## config.mk

```make
export PLATFORM = sky130hd
export DESIGN_NAME = stack_ctrl
export DESIGN_NICKNAME = d
export VERILOG_FILES = /design/src/rtl/stack_ctrl.sv
export SDC_FILE = /design/constraint.sdc
export NUM_CORES = 1
export LEC_CHECK = 0
export ABC_AREA = 1
export BUFFER_PORTS_ARGS = -buffer_cell sky130_fd_sc_hd__buf_2
export CORE_ASPECT_RATIO = 0.8
export CORE_MARGIN = 2
export CORE_UTILIZATION = 52
export CTS_BUF_LIST = sky130_fd_sc_hd__clkbuf_8
export DETAILED_ROUTE_END_ITERATION = 8
export HOLD_SLACK_MARGIN = 0.02
export MAX_ROUTING_LAYER = met4
export PLACE_DENSITY_LB_ADDON = 0.2
export SETUP_SLACK_MARGIN = 0.15
export SLEW_MARGIN = 25
export SYNTH_ARGS = -nofsm -noshare
export SYNTH_HDL_FRONTEND = slang
export SYNTH_SLANG_ARGS = --single-unit
```

## constraint.sdc

```tcl
create_clock -name CLK -period 1.6 [get_ports CLK]
set_input_delay 0.08 -clock CLK [delete_from_list [all_inputs] [get_ports CLK]]
set_output_delay 0.08 -clock CLK [all_outputs]
set_load 0.02 [all_outputs]
```

## src/rtl/stack_ctrl.sv

```systemverilog
// stack_ctrl: stack-pointer sequencer for the calculator CPU hardware stack.
// Turns PUSH/POP/CALL/RET strobes into single-port synchronous RAM accesses.
//
// Ports:
//   CLK, RST      clock (rising edge), synchronous active-low reset
//   start, op     request strobe (IDLE only) and opcode 00 PUSH 01 POP 10 CALL 11 RET
//   data_in       PUSH operand
//   pc_in         CALL return address
//   clr_err       clears sticky ovf/unf
//   mem_*         stack-RAM port (mem_rdata valid one cycle after mem_re)
//   sp_out        stack pointer
//   full, empty   stack level flags
//   busy, done    request in flight / one-cycle completion pulse
//   err           with done: request was rejected
//   pop_data      last POP result
//   ret_pc        last RET result
//   ovf, unf      sticky overflow / underflow
module stack_ctrl #(
   parameter int             DW        = 16,
   parameter int             AW        = 16,
   parameter logic [AW-1:0]  SP_TOP    = 16'h01FF,
   parameter logic [AW-1:0]  SP_BOTTOM = 16'h0100
) (
   input  logic          CLK,
   input  logic          RST,
   input  logic          start,
   input  logic [1:0]    op,
   input  logic [DW-1:0] data_in,
   input  logic [DW-1:0] pc_in,
   input  logic [DW-1:0] mem_rdata,
   input  logic          clr_err,
   output logic [AW-1:0] mem_addr,
   output logic          mem_we,
   output logic          mem_re,
   output logic [DW-1:0] mem_wdata,
   output logic [AW-1:0] sp_out,
   output logic          busy,
   output logic          done,
   output logic          err,
   output logic [DW-1:0] pop_data,
   output logic [DW-1:0] ret_pc,
   output logic          full,
   output logic          empty,
   output logic          ovf,
   output logic          unf
);

   typedef enum logic [2:0] {
      IDLE,
      WRITE,
      READ,
      WAIT,
      DONE
   } state_t;

   localparam logic [1:0]    OP_CALL = 2'b10;
   localparam logic [AW-1:0] SP_FULL = SP_BOTTOM - AW'(1);

   state_t        state;
   logic [AW-1:0] sp;
   logic [DW-1:0] operand;
   logic          ret_q;
   logic          err_q;

   // op[0] set means a pop-type request (POP/RET); op[1] picks CALL/RET.
   logic is_pop;
   assign is_pop = op[0];

   assign sp_out = sp;
   assign full   = (sp == SP_FULL);
   assign empty  = (sp == SP_TOP);
   assign busy   = (state != IDLE);
   assign done   = (state == DONE);
   assign err    = done & err_q;

   // RAM strobes are gated by reset so an aborted access never lands.
   assign mem_we    = RST & (state == WRITE);
   assign mem_re    = RST & (state == READ);
   assign mem_wdata = (state == WRITE) ? operand : '0;
   assign mem_addr  = (state == WRITE) ? sp :
                      (state == READ)  ? sp + AW'(1) : '0;

   always_ff @(posedge CLK) begin
      if (!RST) begin
         state    <= IDLE;
         sp       <= SP_TOP;
         operand  <= '0;
         ret_q    <= 1'b0;
         err_q    <= 1'b0;
         pop_data <= '0;
         ret_pc   <= '0;
         ovf      <= 1'b0;
         unf      <= 1'b0;
      end else begin
         // Clear first; a set later in this block overrides it.
         if (clr_err) begin
            ovf <= 1'b0;
            unf <= 1'b0;
         end
         unique case (state)
            IDLE: begin
               if (start) begin
                  ret_q   <= op[1];
                  operand <= (op == OP_CALL) ? pc_in : data_in;
                  if (!is_pop && full) begin
                     err_q <= 1'b1;
                     ovf   <= 1'b1;
                     state <= DONE;
                  end else if (is_pop && empty) begin
                     err_q <= 1'b1;
                     unf   <= 1'b1;
                     state <= DONE;
                  end else begin
                     err_q <= 1'b0;
                     state <= is_pop ? READ : WRITE;
                  end
               end
            end
            WRITE: begin
               sp    <= sp - AW'(1);
               state <= DONE;
            end
            READ: begin
               sp    <= sp + AW'(1);
               state <= WAIT;
            end
            WAIT: begin
               if (ret_q) ret_pc <= mem_rdata;
               else       pop_data <= mem_rdata;
               state <= DONE;
            end
            DONE: begin
               state <= IDLE;
            end
            default: state <= IDLE;
         endcase
      end
   end

endmodule

```

==> metrics.txt, run 1 <==
status=did not finish; Exit stage=global routing; First Error=[ERROR DPL-0038] Utilization greater than 100%, impossible to legalize; pin type at the end of the worst path=register data pin; Synth Flop Type=dfxtp_1; DP Area=0.004937 mm2; Mean Syn Cell Area=6.482 um2; mapped cell area=0.003941 mm2; Placer Congestion=0.9734; Yosys top cell by area=dfxtp_1; clk root buf=clkbuf_8; Synth top area share=36.06%; initial core utilization=53.57%; most common cell in the synthesized netlist=nand2_1; EDFF count, synth=0; critical endpoint after global-route timing repair=err_q$_SDFFE_PN0P_/D; Synth Warn #=0; CTS buffer count=9; CTS Sinks=71; Max Buffers Root-to-Sink=2; Post-synth top cells=nand2_1, nor2_1, dfxtp_1; Row Count=28; # H-tree levels=3; synth top area cells=dfxtp_1, nand2_1, nand3_1; Ports=143; largest net degree at the start of global routing=51; hpwl dp=9094 um; Distinct cells, synth=41; syn nets=between 600 and 700; Post-Synthesis Cells=608; register bit total from synthesis=71; Port Buf Inserts=around 140; chip width=101.3 um; placed cell count=846; register area share after synthesis=36.06%; Die Y=around 82 um; asr flop ratio synth=0%
-- stage by stage --
stage               util, %  worst slack (ns)
floorplan                 -           0.07635
global placement      67.11          0.003905
detailed placement    67.11          -0.05874
CTS                   89.03           -0.1845
-- logic make-up after synthesis --
group	share of synthesized area, %
flip-flops	36.06
XOR/XNOR	0.6668
AO/OA/AOI/OAI	16.60
adder cells (fa/ha/maj)	0.6348
buffers and inverters	10.70
AND/OR/NAND/NOR	35.33
-- what timing repair did --
action / 4_1_cts
cloned: 4
hold buffers: 49
buffers inserted: 34
endpoints found under the hold margin: 46
resized for setup: 196
pin swaps: 23
setup endpoints to repair: 52
==> run 2, diff against run 1 <==
Settings changed: CORE_ASPECT_RATIO 0.8 to unset, CORE_UTILIZATION 52 to 40, CTS_BUF_LIST sky130_fd_sc_hd__clkbuf_8 to unset, HOLD_SLACK_MARGIN 0.02 to unset, MAX_ROUTING_LAYER met4 to unset, PLACE_DENSITY_LB_ADDON 0.2 to 0.15, SETUP_SLACK_MARGIN 0.15 to unset.
==> run 2 against run 1 <==
Effect of this change:
- the flow now finishes, with violations (negative setup slack)
- area after synthesis stayed put
- synthesized cell count unchanged
==> metrics.txt, run 2 <==
Yosys top cell by area=dfxtp_1; worst slew pin tran=0.5492 ns; Die Y=103.3 um (+26%); delay-heaviest family, CP=flip-flops; Synth Area in XOR/XNOR=0.6667% (unchanged); CTS buffer count=9 (unchanged); Hold Crit Endpoint=ovf; cell depth of the worst hold path=4; crit path time final=1.835 ns; final hold viol count=0; EDFF count, synth=0 (unchanged); total core area=approximately 0.0097 mm2; Hold Crit Start=clr_err; fin cells=roughly 1000; CP most frequent cell=buf_6; post-synthesis mux area share=0% (unchanged); wl on met1=6040 um; Synth Warn #=0 (unchanged); mapped cell area=0.003941 mm2 (unchanged); initial DRC count=228; final setup fails=23; WL met2=7146 um; metal3 WL=1021 um; DP Area=0.004956 mm2 (+0.38%); pre-CTS setup slack=0.01368 ns (+0.07242 ns); Setup TNS Final=-2.302 ns; worst r2r src=sp_out[1]; most common cell in the synthesized netlist=nand2_1; Distinct cells, synth=41 (unchanged); syn nets=664 (unchanged); final hold slack=0.01084 ns; Mean Syn Cell Area=6.482 um2 (unchanged); Synth Area in Compound Gates=16.60% (unchanged); Buf/Inv on CP=3; Multi-input gate area=0.002519 mm2; via count of the routed design=between 5000 and 6000; routed vias/inst=5.159; asr flop ratio synth=0% (unchanged); Post-route DRC=0; failing checks=negative setup slack; largest net degree at the start of global routing=28; clock skew=0.009682 ns; Max Buffers Root-to-Sink=2 (unchanged); post-synthesis simple-gate area fraction=35.33% (unchanged); final antenna-violating net count=0; Reg area=0.001466 mm2; Port Buf Inserts=142 (unchanged); register area share after synthesis=36.06% (unchanged); Row Count=36 (+29%); pwr dens=1404 mW/mm2; Max IR drop VDD=0.8259 mV; Post-synth top cells=nand2_1, nor2_1, dfxtp_1; register bit total from synthesis=71 (unchanged); flop-to-flop setup slack=-0.18 ns; # fillers=792; Total GRT Usage=approximately a quarter; RSZ-0062 raised after global routing=true; Ports=143 (unchanged); share of cells above drive strength 1=roughly two fifths; wire per inst=14.91 um; # H-tree levels=3 (unchanged); Rel. slew slack=roughly 63%; Synth Area in Adders=0.6349% (unchanged); synth top area cells=dfxtp_1, nand2_1, nand3_1; Placer Congestion=0.8866 (-8.9%); period utilisation layout=114.7%; TritonRoute pass-1 iters=5; worst setup path class=reg2out; hold crit path type=in2reg; Critical R2R Capture=sp_out[6]; CTS tree=done; first-pass GRT wire length=20900 um; Skew-Pair Late Insertion Delay=around 0.35 ns; Final Max Tran Viols=0; status=finished, violations left; initial antenna violation count=0; Synth Flop Type=dfxtp_1; highest metal layer with signal wires=met4; initial core utilization=40.70% (-13 points); critical path launch point type=flop; vias in the first global route=4421; Fmax=545.0 MHz; Area Growth Syn to Fin=66.57%; CP Max Fanout=5; number of diodes=0; final net count=903; Leak=3.028 nW; worst path cell trace=ha_4, nand2_4, nor2_4, buf_4, buf_6, nor3_4, o21bai_4, buf_6; clk root buf=clkbuf_8; largest family of logic cells by synthesized area=simple AND/OR/NAND/NOR gates; grt ovf=0; Post-Synthesis Cells=608 (unchanged); Crit-path slowest cell=dfxtp_4; die area=0.01066 mm2; CP startpoint=sp_out[0]; CTS clk-pin slew, worst paths=0.08 ns; placed cell count=887 (+4.8%); fin area=0.006565 mm2; max incr delay on CP=0.38 ns; Reg2Reg Depth=12; hpwl dp=9185 um (+1.0%); CP Data Required Time=1.52 ns; chip width=103.3 um (+1.9%); CP Capture Type=output port; Post-Route WL=between 10000 and 15000 um; CTS Sinks=71 (unchanged); Max Cap Violations=0; arrival time at the worst endpoint=1.76 ns; crit path setup slack, layout=-0.2350 ns; most frequent cells in the layout=nand2_1, buf_2, buf_4; Synth top area share=36.06% (unchanged)
## run 2: cell counts after synthesis
No cell type changed its count.
## run 2: layout make-up
type,instances,area share (%)
Timing Repair Buffer,259,29.92
Timing Repair inverter,1,0.1334
Multi-Input combinational cell,442,38.36
Clock buffer,10,2.096
Inverter,63,4.098
Clock inverter,5,0.5146
Tap cell,133,2.535
Sequential cell,71,22.34
## run 2: worst register-to-register path: stages (launching register included)
cell and delay (ns):
dfxtp_4 0.40, buf_4 0.12, buf_6 0.11, inv_8 0.04, ha_4 0.17, nand2_4 0.08, nor2_4 0.06, buf_4 0.14
buf_4 0.12, o211ai_1 0.15, nand2_1 0.08, o21ai_1 0.12, nand2_1 0.08
## run 2: power by group
group	internal [mW]	leakage (nW)	switching (mW)
clock network	0.596	0.0845	0.718
registers	2.09	0.582	0.345
logic	2.30	2.36	3.17
## run 2: cell families (layout without fill, tap and decap cells)
logic type               count (synthesis)  in the layout
XOR/XNOR                                 3              3
AND/OR/NAND/NOR                        314            314
flip-flops                              71             71
adder cells (fa/ha/maj)                  2              2
AO/OA/AOI/OAI                          123            123
buffers and inverters                   95            338
## run 2: metrics by stage
stage                     power, mW  utilization [%]
after floorplan               4.723                -
after global placement        5.978            51.18
after detailed placement      6.009            51.18
after global routing          9.751            67.79
final                         9.219            67.79
after CTS                     8.324            61.76
## run 2: repair_timing
action / CTS / global route
setup buffers: 17 / 20
endpoints found under the setup margin: 29 / 53
cloned: 1 / 2
pin swaps: 14 / 25
hold buffers: 43 / 0
endpoints found under the hold margin: 38 / 0
resized for setup: 108 / 123
## run 2: per-layer routing
metal	vias to the layer above	GRT usage, %
li1	2463	-
met5	-	0
met4	0	10.73
met3	43	3.495
met1	2334	31.52
met2	236	42.66
## run 2: worst max-delay path by stage
stage              endpoint  cells past startpoint
2_1_floorplan  mem_addr[13]                      7
3_3_place_gp   mem_addr[14]                      8
3_5_place_dp   mem_addr[14]                      8
4_1_cts        mem_addr[14]                     10
5_1_grt         mem_addr[6]                      9
6_report        mem_addr[4]                      8
Power figures use the tool's default switching activity.
==> run 3, diff against run 2 <==
Settings changed: MAX_ROUTING_LAYER set to met4, RECOVER_POWER set to 100.
Clock period 1.6 ns to 1.9 ns, I/O delays scaled along.
==> run 3 against run 2 <==
Effect of this change:
- the run now ends clean
- global-route usage down 0.71 points
- final cell count down 6.1%
- clock-buffer cell count down 1
- sequential power down 18%
- die area unchanged
- total power down 24%
- worst hold slack worse by 0.0048 ns
- first-iteration DRC count down 49%
- critical path type unchanged
- critical endpoint is now empty
- largest power group unchanged
==> metrics.txt, run 3 (synthesis results as in run 2) <==
status=finished, final reports clean; # H-tree levels=3 (unchanged); critical path launch point type=flop; Reg area=0.001448 mm2 (-1.3%); highest metal layer with signal wires=met4; final net count=842 (-6.8%); max incr delay on CP=0.36 ns (-0.02 ns); clock skew=0.009403 ns (-0.0002791 ns); Placer Congestion=0.9506 (+7.2%); Die Y=103.3 um (unchanged); CP Max Fanout=2 (-3); final antenna-violating net count=0 (unchanged); clk root buf=clkbuf_8; initial DRC count=117 (-49%); crit path time final=1.851 ns; vias in the first global route=4176 (-5.5%); Total GRT Usage=24.28% (-0.71 points); Buf/Inv on CP=3 (unchanged); arrival time at the worst endpoint=1.76 ns (about the same); worst setup path class=reg2out; Leak=2.531 nW (-16%); most common cell after layout, fill and taps aside=nand2_1; CTS buffer count=9 (unchanged); chip width=103.3 um (unchanged); Crit-path slowest cell=dfxtp_2; final hold slack=0.006049 ns (-0.004789 ns); largest net degree at the start of global routing=35 (+25%); delay-heaviest family, CP=simple AND/OR/NAND/NOR gates; placed cell count=871 (-1.8%); CP Data Required Time=1.80 ns (+0.28 ns); # fillers=987 (+25%); hold crit path type=in2reg; CTS clk-pin slew, worst paths=0.09 ns (about the same); fin cells=924 (-6.1%); Row Count=36 (unchanged); worst path cell trace=ha_4, inv_2, nor2_4, nand2_4, nor2_4, inv_2, nor4_4, buf_4; Final Max Tran Viols=0 (unchanged); wire per inst=13.90 um (-6.8%); pwr dens=1275 mW/mm2 (-9.2%); RSZ-0062 raised after global routing=true; share of cells above drive strength 1=28.45% (-13 points); Port Buf Inserts=142 (unchanged); Area Growth Syn to Fin=40.29%; most frequent cells in the layout=nand2_1, buf_2, nor2_1; die area=0.01066 mm2 (unchanged); Ports=143 (unchanged); WL met2=6191 um (-13%); CP Capture Type=output port; Max IR drop VDD=0.6437 mV (-22%); final setup fails=0 (-100%); wl on met1=5676 um (-6.0%); Fmax=540.4 MHz; final hold viol count=0 (unchanged); Rel. slew slack=62.85% (-0.45 points); initial antenna violation count=0 (unchanged); hpwl dp=8894 um (-3.2%); metal3 WL=764 um (-25%); Multi-input gate area=0.002227 mm2 (-12%); via count of the routed design=4663 (-8.1%); DP Area=0.004825 mm2 (-2.7%); CTS tree=done; Overall Power=7.047 mW (-24%); Max Buffers Root-to-Sink=2 (unchanged); number of diodes=0 (unchanged); Post-route DRC=0 (unchanged); total core area=0.009684 mm2 (unchanged); TritonRoute pass-1 iters=5 (unchanged); first-pass GRT wire length=19720 um (-5.6%); Skew-Pair Late Insertion Delay=0.36 ns (about the same); initial core utilization=40.70% (unchanged); grt ovf=0 (unchanged); worst slew pin tran=0.5560 ns (+0.006764 ns); CTS Sinks=71 (unchanged); period utilisation layout=97.40%; routed vias/inst=5.047 (-2.2%); Post-Route WL=12840 um (-12%); Max Cap Violations=0 (unchanged); fin area=0.005529 mm2 (-16%)
run 3: changes by cell type in the layout (fill, tap and decap cells not counted), sizes merged:
cell         change
dlygate4sd3     -19
buf             -74
bufinv           +2
clkbuf          +32
inv              +1
clkinv           -1
clkinvlp         -1
run 3: what timing repair did:
action | 4_1_cts | 5_1_grt
cloned | 0 | 0
pin swaps | 4 | 5
endpoints found under the hold margin | 22 | 1
hold buffers | 23 | 1
resized for setup | 18 | 49
setup endpoints to repair | 10 | 18
buffers inserted | 11 | 2
run 3: routing by layer:
metal  up-vias  GRT usage [%]
li1       2345              -
met1      2114          30.28
met2       183          40.31
met3        21          4.099
met4         0          7.490
met5         -              -
run 3: worst paths after layout:
kind                              startpoint           to  slack [ns]  cells after the start
worst min-delay path            mem_rdata[7]  pop_data[7]       0.006                      3
worst max-delay path               sp_out[0]        empty        0.05                      8
worst max register to register     sp_out[0]   sp_out[14]        0.12                     11
worst min register to register     ret_pc[2]    ret_pc[2]        0.47                      2
run 3: area by class of cell:
class	count	share of cell area, %
multi-input combinational	442	40.28
clock inverter	7	1.856
sequential	71	26.18
clock buffer	9	2.240
timing repair buffer	199	21.86
inverter	63	4.571
tap	133	3.010
run 3: power by group:
group,switching [mW],internal [mW],total [mW]
combinational,2.25,1.39,3.64
sequential,0.244,1.74,1.99
clock,0.661,0.756,1.42
run 3: through the flow:
step,TNS [ns],worst slack (ns),utilization (%)
2_1_floorplan,0,0.1933,-
3_3_place_gp,0,0.2486,49.82
3_5_place_dp,0,0.2349,49.82
4_1_cts,0,0.01274,55.87
5_1_grt,-0.1173,-0.04657,57.09
6_report,0,0.04947,57.09
run 3: tightest hold or removal path: cells and delay by family:
kind,cells,cell delay (ns)
buffers and inverters,1,0.09
and+or+nand+nor,1,0.08
AOI/OAI and AO/OA,1,0.06
==> run 4, diff against run 3 <==
Settings changed: CELL_PAD_IN_SITES_DETAIL_PLACEMENT set to 1, CELL_PAD_IN_SITES_GLOBAL_PLACEMENT set to 1, CORE_UTILIZATION 40 to 34, GPL_TIMING_DRIVEN set to 1.
==> run 4 against run 3 <==
Effect of this change:
- die area grew 17%
- fmax grew 0.73%
- clock skew shrank 0.0015 ns
- worst hold slack gained 0.0095 ns
- largest cell class unchanged
- cell area shrank 4.4%
- sequential share of layout area grew 1.4 points
- total power grew 0.70%
- highest routed layer unchanged
- global-route usage shrank 0.47 points
- register-to-register slack gained 0.05 ns
- critical path depth shrank 1
==> metrics.txt, run 4 (synthesis results as in run 2) <==
Flop pwr share=28.9% (+0.7 points); Port Buf Inserts=142 (unchanged); Post-route DRC=0 (unchanged); worst path cell trace=inv_1, nand2_4, nor2_4, inv_4, buf_4, o21ai_0, buf_2; Max Buffers Root-to-Sink=2 (unchanged); Reg2Reg Depth=10 (-1); internal power=3.976 mW (+2.2%); final hold slack=0.01553 ns (+0.009481 ns); Rel. slew slack=61.22% (-1.6 points); CTS tree=done; chip width=111.7 um (+8.1%); RSZ-0062 raised after global routing=true; Net Sw Frac=43.97% (-0.82 points); final setup fails=0 (unchanged); hold_buf cts=0 (-100%); initial antenna violation count=0 (unchanged); Total GRT Usage=23.81% (-0.47 points); # H-tree levels=3 (unchanged); max incr delay on CP=0.35 ns (about the same); critical path launch point type=flop; Post-Route WL=14520 um (+13%); grt ovf=0 (unchanged); Leak=2.407 nW (-4.9%); TritonRoute pass-1 iters=4 (-1); clock skew=0.007951 ns (-0.001452 ns); number of diodes=0 (unchanged); Area Growth Syn to Fin=34.13%; CTS buffer count=9 (unchanged); Fmax=544.3 MHz (+0.73%); Crit-path slowest cell=dfxtp_1; CP Capture Type=output port; Critical R2R Capture=sp_out[14]; total core area=0.01137 mm2 (+17%); CTS clk-pin slew, worst paths=0.06 ns (-0.03 ns); arrival time at the worst endpoint=1.74 ns (-0.02 ns); CP endpoint=mem_addr[7]; hold crit path type=in2reg; CP Data Required Time=1.80 ns (about the same); Finished Core Util=46.50% (-11 points); Comb power frac=46.4% (-5.3 points); pwr dens=1343 mW/mm2 (+5.3%); Max IR drop VDD=0.5054 mV (-21%); cell depth of the worst hold path=3 (unchanged); initial core utilization=34.66% (-6.0 points); final hold viol count=0 (unchanged); pre-CTS setup slack=0.1183 ns (-0.1166 ns); worst r2r src=sp_out[0]; Buf/Inv on CP=4 (+1); Row Count=39 (+8.3%); final antenna-violating net count=0 (unchanged); status=finished, final reports clean; crit path time final=1.837 ns (-0.01333 ns); routed vias/inst=5.183 (+2.7%); worst slew pin tran=0.5803 ns (+0.02433 ns); most common cell after layout, fill and taps aside=nand2_1; final net count=809 (-3.9%); share of cells above drive strength 1=27.08% (-1.4 points); die area=0.01247 mm2 (+17%); initial DRC count=241 (+110%); CP startpoint=state[2]; largest net degree at the start of global routing=35 (unchanged); delay-heaviest family, CP=buffers and inverters; NetSw=3.121 mW (-1.1%); first-pass GRT wire length=23410 um (+19%); wire per inst=16.13 um (+16%); via count of the routed design=4665 (+0.043%); clock share of power=24.8% (+4.7 points); Die Y=111.7 um (+8.1%); Max Cap Violations=0 (unchanged); Crit path depth=7 (-1); Setup TNS Final=0 ns (unchanged); flop-to-flop setup slack=0.17 ns (+0.05 ns); most frequent cells in the layout=nand2_1, buf_2, nor2_1; vias in the first global route=4755 (+14%); period utilisation layout=96.69% (-0.70 points); Skew-Pair Late Insertion Delay=0.34 ns (-0.02 ns); # fillers=1541 (+56%); hpwl dp=10600 um (+19%); crit path setup slack, layout=0.06280 ns (+0.01333 ns); CTS Sinks=71 (unchanged); clk root buf=clkbuf_16; Final Max Tran Viols=0 (unchanged); CP Max Fanout=12 (+10); Overall Power=7.097 mW (+0.70%); Ports=143 (unchanged); worst setup path class=reg2out; Placer Congestion=0.8928 (-6.1%)
-- run 4: cell type report --
cell class	instances	area, um2	area share [%]
clock inverters	4	55.05	1.041
well taps	143	178.9	3.385
repair buffers	166	892.1	16.88
multi-input cells	442	2202	41.66
inverters	63	246.5	4.663
clock buffers	11	252.7	4.781
flip-flops and latches	71	1459	27.60
-- run 4: worst min-delay path: stages --
cell	delay, ns
buf_2	0.09
nand2_1	0.05
a31oi_1	0.07
-- run 4: through the flow --
| step | instances | area (um2) |
|---|---|---|
| final | 900 | 5286 |
| after global routing | 900 | 5286 |
| after detailed placement | 882 | 4857 |
| after CTS | 900 | 5244 |
| after floorplan | 608 | 3948 |
| after global placement | 882 | 4857 |
-- run 4: metal layers --
layer | share of wire (%) | up-vias | GRT usage, %
li1 | - | 2274 | -
met1 | 46 | 2232 | 29.96
met2 | 48 | 137 | 39.19
met3 | 4.7 | 22 | 3.321
met4 | 1.9 | 0 | 8.395
met5 | 0 | - | -
-- run 4: timing repair --
item,in CTS,in global routing
pin swaps,3,3
buffers inserted,3,0
endpoints found under the setup margin,14,16
resized for setup,21,36
-- run 4: power groups by stage --
stage          Sequential, mW  Clock, mW  Combinational, mW
6_report                 2.05       1.76               3.29
5_1_grt                  2.08       1.86               3.61
4_1_cts                  2.01       1.80               3.19
3_5_place_dp             2.01          0               3.00
3_3_place_gp             1.99          0               2.93
2_1_floorplan            2.09          0               1.85
-- run 4: worst min path at each step --
stage	end	slack (ns)	from
final	operand[7]	0.02	data_in[7]
after CTS	operand[7]	0.005	data_in[7]
after detailed placement	pop_data[8]	0.36	mem_rdata[8]
after global placement	pop_data[4]	0.35	mem_rdata[4]
after floorplan	pop_data[10]	0.24	mem_rdata[10]
after global routing	operand[10]	0.03	data_in[10]
